===== src/rtl/encoder_pkg.sv =====
// Shared constants for the quadrature encoder bank: decode modes, decoder FSM states
// and the Gray-code step classifier used by the x4 decoder.
package encoder_pkg;

   localparam int MODE_X1 = 0;
   localparam int MODE_X4 = 1;

   typedef enum logic [1:0] {
      ST_IDLE      = 2'd0,
      ST_WAIT_A    = 2'd1,
      ST_WAIT_B    = 2'd2,
      ST_WAIT_IDLE = 2'd3
   } dec_state_t;

   // Returns {inc, dec} for one {A,B} transition; CW order is 11->01->00->10->11.
   function automatic logic [1:0] gray_step(input logic [1:0] prev_ab, input logic [1:0] cur_ab);
      logic [1:0] step;
      step = 2'b00;
      case ({prev_ab, cur_ab})
         4'b1101, 4'b0100, 4'b0010, 4'b1011: step = 2'b10;
         4'b1110, 4'b1000, 4'b0001, 4'b0111: step = 2'b01;
         default:                            step = 2'b00;
      endcase
      return step;
   endfunction

endpackage


===== src/rtl/quad_encoder_channel.sv =====
// One encoder channel: input synchronisers, glitch filters, x1/x4 rotation decoder,
// position counter and push-button press/release/long-press detection.
module quad_encoder_channel
   import encoder_pkg::*;
#(
   parameter int COUNT_WIDTH   = 16,
   parameter int FILTER_CYCLES = 16,
   parameter int MODE          = MODE_X1,
   parameter int WRAP          = 1,
   parameter int LONG_CYCLES   = 10_000_000
) (
   input  logic                   Clock,
   input  logic                   Reset,
   input  logic                   AsyncA_i,
   input  logic                   AsyncB_i,
   input  logic                   AsyncS_i,
   input  logic                   Clear_i,
   output logic [COUNT_WIDTH-1:0] Count_o,
   output logic                   Increment_o,
   output logic                   Decrement_o,
   output logic                   Error_o,
   output logic                   ButtonPress_o,
   output logic                   ButtonRelease_o,
   output logic                   LongPress_o,
   output logic                   ButtonState_o
);

   // Bit order {S, B, A}; S is inverted so 1 means pressed.
   localparam logic [2:0] RST_LEVEL = 3'b011;
   localparam int         HW        = $clog2(LONG_CYCLES + 1);

   logic [2:0]             r_meta, r_sync;
   logic [2:0]             w_filt;
   logic [1:0]             w_ab, r_ab_prev, w_gray;
   logic                   w_inc, w_dec, w_err, w_s;
   dec_state_t             r_state, w_state_next;
   logic [COUNT_WIDTH-1:0] r_count;
   logic [HW-1:0]          r_hold;
   logic                   r_inc, r_dec, r_err, r_press, r_release, r_long, r_s_prev;

   always_ff @(posedge Clock or negedge Reset)
      if (!Reset) begin
         r_meta <= RST_LEVEL;
         r_sync <= RST_LEVEL;
      end else begin
         r_meta <= {~AsyncS_i, AsyncB_i, AsyncA_i};
         r_sync <= r_meta;
      end

   generate
      if (FILTER_CYCLES == 0) begin : g_bypass
         assign w_filt = r_sync;
      end else begin : g_filter
         localparam int FW = $clog2(FILTER_CYCLES + 1);
         logic [2:0]    r_filt;
         logic [FW-1:0] r_fcnt [3];

         // A return to the accepted level restarts the stability count.
         always_ff @(posedge Clock or negedge Reset)
            if (!Reset) begin
               r_filt <= RST_LEVEL;
               for (int i = 0; i < 3; i++) r_fcnt[i] <= '0;
            end else begin
               for (int i = 0; i < 3; i++) begin
                  if (r_sync[i] == r_filt[i]) begin
                     r_fcnt[i] <= '0;
                  end else if (r_fcnt[i] == FW'(FILTER_CYCLES - 1)) begin
                     r_filt[i] <= r_sync[i];
                     r_fcnt[i] <= '0;
                  end else begin
                     r_fcnt[i] <= r_fcnt[i] + 1'b1;
                  end
               end
            end

         assign w_filt = r_filt;
      end
   endgenerate

   assign w_ab = {w_filt[0], w_filt[1]};
   assign w_s  = w_filt[2];

   always_ff @(posedge Clock or negedge Reset)
      if (!Reset) r_state <= ST_IDLE;
      else        r_state <= w_state_next;

   always_comb begin
      w_state_next = r_state;
      case (r_state)
         ST_IDLE:
            case (w_ab)
               2'b01:   w_state_next = ST_WAIT_A;
               2'b10:   w_state_next = ST_WAIT_B;
               2'b00:   w_state_next = ST_WAIT_IDLE;
               default: w_state_next = ST_IDLE;
            endcase
         ST_WAIT_A:
            case (w_ab)
               2'b00:   w_state_next = ST_WAIT_IDLE;
               2'b11:   w_state_next = ST_IDLE;
               2'b10:   w_state_next = ST_WAIT_B;
               default: w_state_next = ST_WAIT_A;
            endcase
         ST_WAIT_B:
            case (w_ab)
               2'b00:   w_state_next = ST_WAIT_IDLE;
               2'b11:   w_state_next = ST_IDLE;
               2'b01:   w_state_next = ST_WAIT_A;
               default: w_state_next = ST_WAIT_B;
            endcase
         default:
            if (w_ab == 2'b11) w_state_next = ST_IDLE;
      endcase
   end

   always_comb begin
      w_gray = gray_step(r_ab_prev, w_ab);
      w_err  = ((r_ab_prev ^ w_ab) == 2'b11);
      w_inc  = 1'b0;
      w_dec  = 1'b0;
      if (MODE == MODE_X4) begin
         w_inc = w_gray[1];
         w_dec = w_gray[0];
      end else begin
         w_inc = (r_state == ST_WAIT_A) && (w_ab == 2'b00);
         w_dec = (r_state == ST_WAIT_B) && (w_ab == 2'b00);
      end
   end

   always_ff @(posedge Clock or negedge Reset)
      if (!Reset) begin
         r_ab_prev <= 2'b11;
         r_inc     <= 1'b0;
         r_dec     <= 1'b0;
         r_err     <= 1'b0;
         r_count   <= '0;
      end else begin
         r_ab_prev <= w_ab;
         r_inc     <= w_inc;
         r_dec     <= w_dec;
         r_err     <= w_err;
         if (Clear_i)
            r_count <= '0;
         else if (w_inc)
            r_count <= (WRAP == 0 && (&r_count)) ? r_count : r_count + 1'b1;
         else if (w_dec)
            r_count <= (WRAP == 0 && r_count == '0) ? r_count : r_count - 1'b1;
      end

   // Hold counter saturates at LONG_CYCLES so the long-press pulse fires once per press.
   always_ff @(posedge Clock or negedge Reset)
      if (!Reset) begin
         r_s_prev  <= 1'b0;
         r_press   <= 1'b0;
         r_release <= 1'b0;
         r_long    <= 1'b0;
         r_hold    <= '0;
      end else begin
         r_s_prev  <= w_s;
         r_press   <= w_s & ~r_s_prev;
         r_release <= ~w_s & r_s_prev;
         r_long    <= w_s && (r_hold == HW'(LONG_CYCLES - 1));
         if (!w_s)
            r_hold <= '0;
         else if (r_hold != HW'(LONG_CYCLES))
            r_hold <= r_hold + 1'b1;
      end

   assign Count_o         = r_count;
   assign Increment_o     = r_inc;
   assign Decrement_o     = r_dec;
   assign Error_o         = r_err;
   assign ButtonPress_o   = r_press;
   assign ButtonRelease_o = r_release;
   assign LongPress_o     = r_long;
   assign ButtonState_o   = r_s_prev;

endmodule


===== src/rtl/quad_encoder_bank.sv =====
// Multi-channel quadrature encoder front end: one independent channel per encoder,
// with per-channel counters packed side by side on Count_o.
module quad_encoder_bank
   import encoder_pkg::*;
#(
   parameter int CHANNELS      = 2,
   parameter int COUNT_WIDTH   = 16,
   parameter int FILTER_CYCLES = 16,
   parameter int MODE          = MODE_X1,
   parameter int WRAP          = 1,
   parameter int LONG_CYCLES   = 10_000_000
) (
   input  logic                            Clock,
   input  logic                            Reset,
   input  logic [CHANNELS-1:0]             AsyncA_i,
   input  logic [CHANNELS-1:0]             AsyncB_i,
   input  logic [CHANNELS-1:0]             AsyncS_i,
   input  logic [CHANNELS-1:0]             Clear_i,
   output logic [CHANNELS*COUNT_WIDTH-1:0] Count_o,
   output logic [CHANNELS-1:0]             Increment_o,
   output logic [CHANNELS-1:0]             Decrement_o,
   output logic [CHANNELS-1:0]             Error_o,
   output logic [CHANNELS-1:0]             ButtonPress_o,
   output logic [CHANNELS-1:0]             ButtonRelease_o,
   output logic [CHANNELS-1:0]             LongPress_o,
   output logic [CHANNELS-1:0]             ButtonState_o
);

   for (genvar n = 0; n < CHANNELS; n++) begin : g_ch
      quad_encoder_channel #(
         .COUNT_WIDTH   (COUNT_WIDTH),
         .FILTER_CYCLES (FILTER_CYCLES),
         .MODE          (MODE),
         .WRAP          (WRAP),
         .LONG_CYCLES   (LONG_CYCLES)
      ) u_ch (
         .Clock           (Clock),
         .Reset           (Reset),
         .AsyncA_i        (AsyncA_i[n]),
         .AsyncB_i        (AsyncB_i[n]),
         .AsyncS_i        (AsyncS_i[n]),
         .Clear_i         (Clear_i[n]),
         .Count_o         (Count_o[n*COUNT_WIDTH +: COUNT_WIDTH]),
         .Increment_o     (Increment_o[n]),
         .Decrement_o     (Decrement_o[n]),
         .Error_o         (Error_o[n]),
         .ButtonPress_o   (ButtonPress_o[n]),
         .ButtonRelease_o (ButtonRelease_o[n]),
         .LongPress_o     (LongPress_o[n]),
         .ButtonState_o   (ButtonState_o[n])
      );
   end

endmodule


===== config.mk =====
export PLATFORM = sky130hd
export DESIGN_NAME = quad_encoder_bank
export DESIGN_NICKNAME = d
export VERILOG_FILES = /design/src/rtl/encoder_pkg.sv /design/src/rtl/quad_encoder_channel.sv /design/src/rtl/quad_encoder_bank.sv
export SDC_FILE = /design/constraint.sdc
export NUM_CORES = 1
export LEC_CHECK = 0
export ABC_CLOCK_PERIOD_IN_PS = 3740
export BUFFER_PORTS_ARGS = -buffer_cell sky130_fd_sc_hd__buf_2
export CAP_MARGIN = 10
export CORE_MARGIN = 3
export CORE_UTILIZATION = 52
export CTS_CLUSTER_DIAMETER = 120
export DETAILED_ROUTE_END_ITERATION = 10
export PLACE_DENSITY = 0.7
export SYNTH_ARGS = -nofsm -noshare
export SYNTH_HDL_FRONTEND = slang
export SYNTH_SLANG_ARGS = --single-unit

===== constraint.sdc =====
create_clock -name Clock -period 3.74 [get_ports Clock]
set_clock_uncertainty 0.15 [all_clocks]
set_input_delay 0.187 -clock Clock [delete_from_list [all_inputs] [get_ports Clock]]
set_output_delay 0.187 -clock Clock [all_outputs]
set_load 0.01 [all_outputs]

==> out/results.ini, run 1 <==
[synth]
synth.distinct_cells=57
syn_area_mm2=0.00807
syn_nets=871
yosys-top-cells-area=dfrtp_1 42%, ha_1 8.1%, xnor2_1 5.6%
synth_top_area_cell=dfrtp_1
ys_async_sr_fraction_pct=100
synth_common_cells=134 x dfrtp_1, 66 x nand2_1, 55 x nor2_1
yosys.cell_count.top_type=dfrtp_1
yosysWarnings=0
synthCells=807
ys_seq_area_share_pct=46.7
synth_edf_count=0
syn_area_per_cell_um2=10.0
synth-seq-cells=150
yosysTopAreaCellShare_pct=41.5
synthFlopType=dfrtp_1

[sta]
rsz0062_at_grt=no
hold_violations=0
slew_viol_final=0
max_freq_mhz=293
finalSetupTns_ns=0
fin_crit_ns=3.41
finalSetupViolations=0
finalCritPeriodShare_pct=91.1
relSlewSlack_pct=30.7
worst_pin_slew_ns=1.04

[floorplan]
core_mm2=0.0149
die_h_um=131
design.die.area_mm2=0.0171
pin_count=56
die_w_um=131
initial_core_util_pct=54.3
row_count=44

[routing]
wl_met2_um=7680
wl_um=15400
via_per_inst=5.52
drtAntennaViolNets=0
top_layer=met4
drtPass1Iterations=4
met1_length_um=7100
dr.first_iter.drc_count=439
route.detailed.drc=0
post_drt_wl_per_cell_um=14.6
met3_length_um=520
vias=5837

[layout]
multi_input_area_mm2=0.00402
n_fill_cell=1206
instances_no_fill=1057
layout.area.seq_mm2=0.00377
drive_gt1_share_pct=13.5
areaGrowthSynthToFinish_pct=12.3
antenna_cells=0
layout.nets=924

[min_path]
hold_class=input port to register

[cts]
cts_resized=0
cts.path.max_buffers=2
clk-insertion-delay-late_ns=0.41
root_buffer=clkbuf_16
clock_sinks=150
cts-htree-levels=4
holdBufCountCts=7
cts_setup_buffers=0
cts_buffers=17
cts_tree=done
clk_pin_slew_ns=0.06

[place]
dp.cells=1018
port_buffers=55
hpwlAfterDp_um=10800
gp_congestion=0.878

[setup_path]
crit_type=register to register
worstSetupEndpointType=register
cp-start-kind=register
worstPathRequired_ns=3.89
crit_fanout=12
cp.arrival_ns=3.56

[power_and_ir_drop]
power_switching_share_pct=26.3
power_frac_clock_pct=40.5
peakVddDrop_v=0.000380
p_int_uw=2880
p_seq_share_pct=44.2
comb_power_share_pct=15.3
p_per_area_mw_per_mm2=430
power.leakage_uw=0.00446
switching_power_uw=1020
total_power_uw=3900

[status]
outcome=complete, no violations

[global_routing]
overflow=0
grt_pass1_vias=6024
grt_start_max_net_pins=116
grt_usage_pct=19.6
antenna_found_initial=0
grt_pass1_wl_um=27200

[run]
cap_viol_max_count=0

final cells by class:
class / instances / area share (%)
inverter: 25 / 1.04
multi-input combinational: 598 / 44.4
clock buffer: 23 / 5.16
sequential: 150 / 41.6
tap: 184 / 2.54
timing repair buffer: 68 / 4.38
clock inverter: 9 / 0.870
kinds of logic after synthesis:
kind of cell | count (synthesis) | synth area share [%]
fa+ha+maj | 54 | 8.56
compound gates | 131 | 9.72
mux | 10 | 1.33
xor+xnor | 83 | 9.00
flops | 150 | 46.7
simple gates | 320 | 21.2
buf+inv | 59 | 3.44
metal layers:
metal	up-vias	GRT usage [%]
met2	95	33.3
met5	-	0
met3	7	4.51
met4	0	6.35
li1	2891	-
met1	2844	24.8
placed cells by master (no fill, tap or decap), types with 10 or more instances in the layout:
cell	n
ha_1	52
dfstp_2	16
xor2_1	31
and3_1	25
a21oi_1	46
o21ai_0	25
o21ai_1	10
buf_2	54
nand2_1	66
nor2_1	55
and2_1	53
nand3_1	47
nand4_1	12
dfrtp_1	134
xnor2_1	52
nor2b_1	13
inv_1	24
clkbuf_16	17
sequential cells by signal, indices dropped and copies added (netlist names), 4 cells and up:
name	cells
g_ch.u_ch.r_hold	48
g_ch.u_ch.g_filter.r_fcnt	30
g_ch.u_ch.Count_o	32
g_ch.u_ch.g_filter.r_filt	6
g_ch.u_ch.r_ab_prev	4
g_ch.u_ch.r_sync	6
g_ch.u_ch.r_meta	6
g_ch.u_ch.r_state	4
critical path: stages (launching register included):
cell and delay, ns:
dfrtp_1 0.42, inv_1 0.10, ha_1 0.22, nand2_1 0.33
buf_4 0.31, ha_1 0.31, o21a_1 0.14, o21a_1 0.16
o22ai_1 0.39, o21ai_0 0.22, mux2i_1 0.20, mux2_2 0.34
power by group through the flow:
stage	Combinational (uW)	Sequential [uW]	Clock, uW
final	598	1720	1580
after global routing	674	1730	1710
after CTS	598	1720	1620
after detailed placement	587	1750	0
after global placement	568	1750	0
after floorplan	424	1750	0
per-stage QoR:
step           area, um2  setup WS [ns]  util (%)  hold WS, ns
5_1_grt             9060          0.176      61.0       0.0583
6_report            9060          0.332      61.0       0.0292
3_5_place_dp        8450          0.428      56.8        0.144
3_3_place_gp        8450          0.561      56.8        0.142
4_1_cts             9060          0.378      61.0      0.00818
2_1_floorplan       8070          0.592         -       -0.259
final timing paths:
kind | start | to | slack, ns | cells past startpoint
max | g_ch[1].u_ch.r_state[1]$_DFFE_PN0P_ | g_ch[1].u_ch.Count_o[15]$_DFFE_PN0P_ | 0.33 | 11
min | Clear_i[1] | g_ch[1].u_ch.Count_o[0]$_DFFE_PN0P_ | 0.03 | 2
max reg2reg | g_ch[1].u_ch.r_state[1]$_DFFE_PN0P_ | g_ch[1].u_ch.Count_o[15]$_DFFE_PN0P_ | 0.33 | 11
min reg2reg | g_ch[0].u_ch.r_meta[2]$_DFF_PN0_ | g_ch[0].u_ch.r_sync[2]$_DFF_PN0_ | 0.20 | 0
max in group asynchronous | Reset | g_ch[0].u_ch.g_filter.r_filt[0]$_DFFE_PN1P_ | 2.15 | 3
min in group asynchronous | Reset | g_ch[1].u_ch.r_hold[1]$_DFFE_PN0P_ | 0.29 | 2
No activity file was read; power rests on OpenSTA's default activity.
==> inputs of run 2 (changes only) <==
Settings changed: BUFFER_PORTS_ARGS -buffer_cell sky130_fd_sc_hd__buf_2 to unset, DONT_BUFFER_PORTS set to 1, PLACE_DENSITY 0.7 to 0.67.
==> run 2 against run 1 <==
Effect of this change:
- the flow now finishes with violations (hold timing)
- flip-flop and latch count stayed put
- worst hold slack got worse by 0.72 ns
- non-clock buffer count shrank 56
- count of clock-buffer cells in the layout is 5 lower
- setup slack better by 0.11 ns
- critical path depth fell by 1
- sequential share of layout area increased by 1.3 points
- via count is 3.5% lower
==> out/results.ini, run 2 (synthesis results as in run 1) <==
[sta]
finalCritPeriodShare_pct=88.2
relSlewSlack_pct=48.5
slew_viol_final=0
hold_violations=150
whs_ns=-0.694
fin_crit_ns=3.30
setup_slack_ns=0.442
max_freq_mhz=303
rsz0062_at_grt=no
finalSetupViolations=0
worst_pin_slew_ns=0.769
finalSetupTns_ns=0

[routing]
via_per_inst=5.63
drtAntennaViolNets=0
dr.first_iter.drc_count=252
wl_met2_um=7260
met1_length_um=6810
wl_um=15000
drtPass1Iterations=4
met3_length_um=696
top_layer=met4
post_drt_wl_per_cell_um=15.0
vias=5631
route.detailed.drc=0

[setup_path]
cp.arrival_ns=3.46
cp-start-kind=register
crit_fanout=12
worstSetupEndpointType=register
worstPathRequired_ns=3.90
crit_type=register to register

[layout]
layout.nets=868
largest-register=g_ch.u_ch.r_hold
fin_util_pct=59.1
antenna_cells=0
final_common_cell=dfrtp_1
drive_gt1_share_pct=7.83
areaGrowthSynthToFinish_pct=8.80
largest_register_ffs=48
final_cell_mix=134 x dfrtp_1, 66 x nand2_1, 55 x nor2_1

[global_routing]
overflow=0
antenna_found_initial=0
grt_usage_pct=18.9
grt_pass1_vias=5759
grt_start_max_net_pins=151
grt_pass1_wl_um=26100

[floorplan]
die_w_um=131
die_h_um=131
pin_count=56
core_mm2=0.0149
row_count=44
design.die.area_mm2=0.0171
initial_core_util_pct=54.3

[power_and_ir_drop]
p_per_area_mw_per_mm2=441
peakVddDrop_v=0.000331
power.leakage_uw=0.00416

[cts]
holdBufCountCts=8
cts_buffers=17
cts_tree=done
clock_sinks=150
cts_setup_buffers=0
cts-htree-levels=4
root_buffer=clkbuf_16
cts_resized=0
clk_pin_slew_ns=0.06
cts.path.max_buffers=2
clk-insertion-delay-late_ns=0.42

[status]
violations=hold timing
outcome=finished with violations

[place]
pre_cts_slack_ns=0.462
hpwlAfterDp_um=10300
port_buffers=0
gp_congestion=0.896

[min_path]
hold_class=input port to asynchronous set/reset pin

[run]
cap_viol_max_count=0

==> run 2: changes by cell type in the layout (fill, tap and decap cells not counted) <==
cell,previous run,this run
buf_2,54,0
buf_4,6,4
buf_6,1,0
clkbuf_1,4,1
clkbuf_8,2,0
clkinv_2,5,4
clkinv_4,0,1
clkinvlp_4,2,3
dlygate4sd3_1,7,8
inv_6,1,5
==> run 2: final timing paths <==
check	from	to	slack [ns]	cells after the start
min in group Clock	Clear_i[0]	g_ch[0].u_ch.Count_o[15]$_DFFE_PN0P_	0.09	3
hold reg to reg	g_ch[0].u_ch.r_meta[2]$_DFF_PN0_	g_ch[0].u_ch.r_sync[2]$_DFF_PN0_	0.20	0
setup / recovery	g_ch[1].u_ch.r_state[1]$_DFFE_PN0P_	g_ch[1].u_ch.Count_o[15]$_DFFE_PN0P_	0.44	10
max in group asynchronous	Reset	g_ch[0].u_ch.g_filter.r_filt[1]$_DFFE_PN1P_	3.88	0
hold / removal	Reset	g_ch[1].u_ch.g_filter.r_fcnt[0]$_DFF_PN0_	-0.69	0
setup reg to reg	g_ch[1].u_ch.r_state[1]$_DFFE_PN0P_	g_ch[1].u_ch.Count_o[15]$_DFFE_PN0P_	0.44	10
==> run 2: report_power, final <==
part / internal [uW] / switching (uW) / leakage, uW
clock network: 920 / 696 / 0.000268
logic: 235 / 282 / 0.00190
registers: 1670 / 67.1 / 0.00199
==> run 2: metal layers <==
| metal | global-route usage (%) | up-vias |
|---|---|---|
| met1 | 23.2 | 2746 |
| met3 | 5.41 | 23 |
| li1 | - | 2774 |
| met4 | 7.38 | 0 |
| met2 | 31.8 | 88 |
| met5 | 0 | - |
==> run 2: area by class of cell <==
class | count | area [um2]
Clock buffer | 18 | 429
Clock inverter | 14 | 125
Fill cell | 1250 | 6080
Inverter | 25 | 93.8
Multi-Input combinational cell | 598 | 4020
Sequential cell | 150 | 3770
Tap cell | 184 | 230
Timing Repair Buffer | 12 | 110
==> run 2: stage by stage <==
stage	hold WS [ns]	cell area, um2	cells	total power (uW)
CTS	-0.712	8780	1001	3920
global route	-0.721	8780	1001	4080
floorplan	-0.259	8070	807	2170
finish	-0.694	8780	1001	3870
detailed placement	-0.256	8150	961	2270
global placement	-0.255	8150	961	2260
==> run 2: worst max-delay path, stage by stage (launching register included) <==
cell     delay [ns]
dfrtp_1        0.42
inv_1          0.09
ha_1           0.20
nand2_1        0.32
buf_4          0.30
ha_1           0.34
a211o_1        0.28
o22ai_1        0.34
o21ai_0        0.20
mux2i_1        0.19
mux2_2         0.35
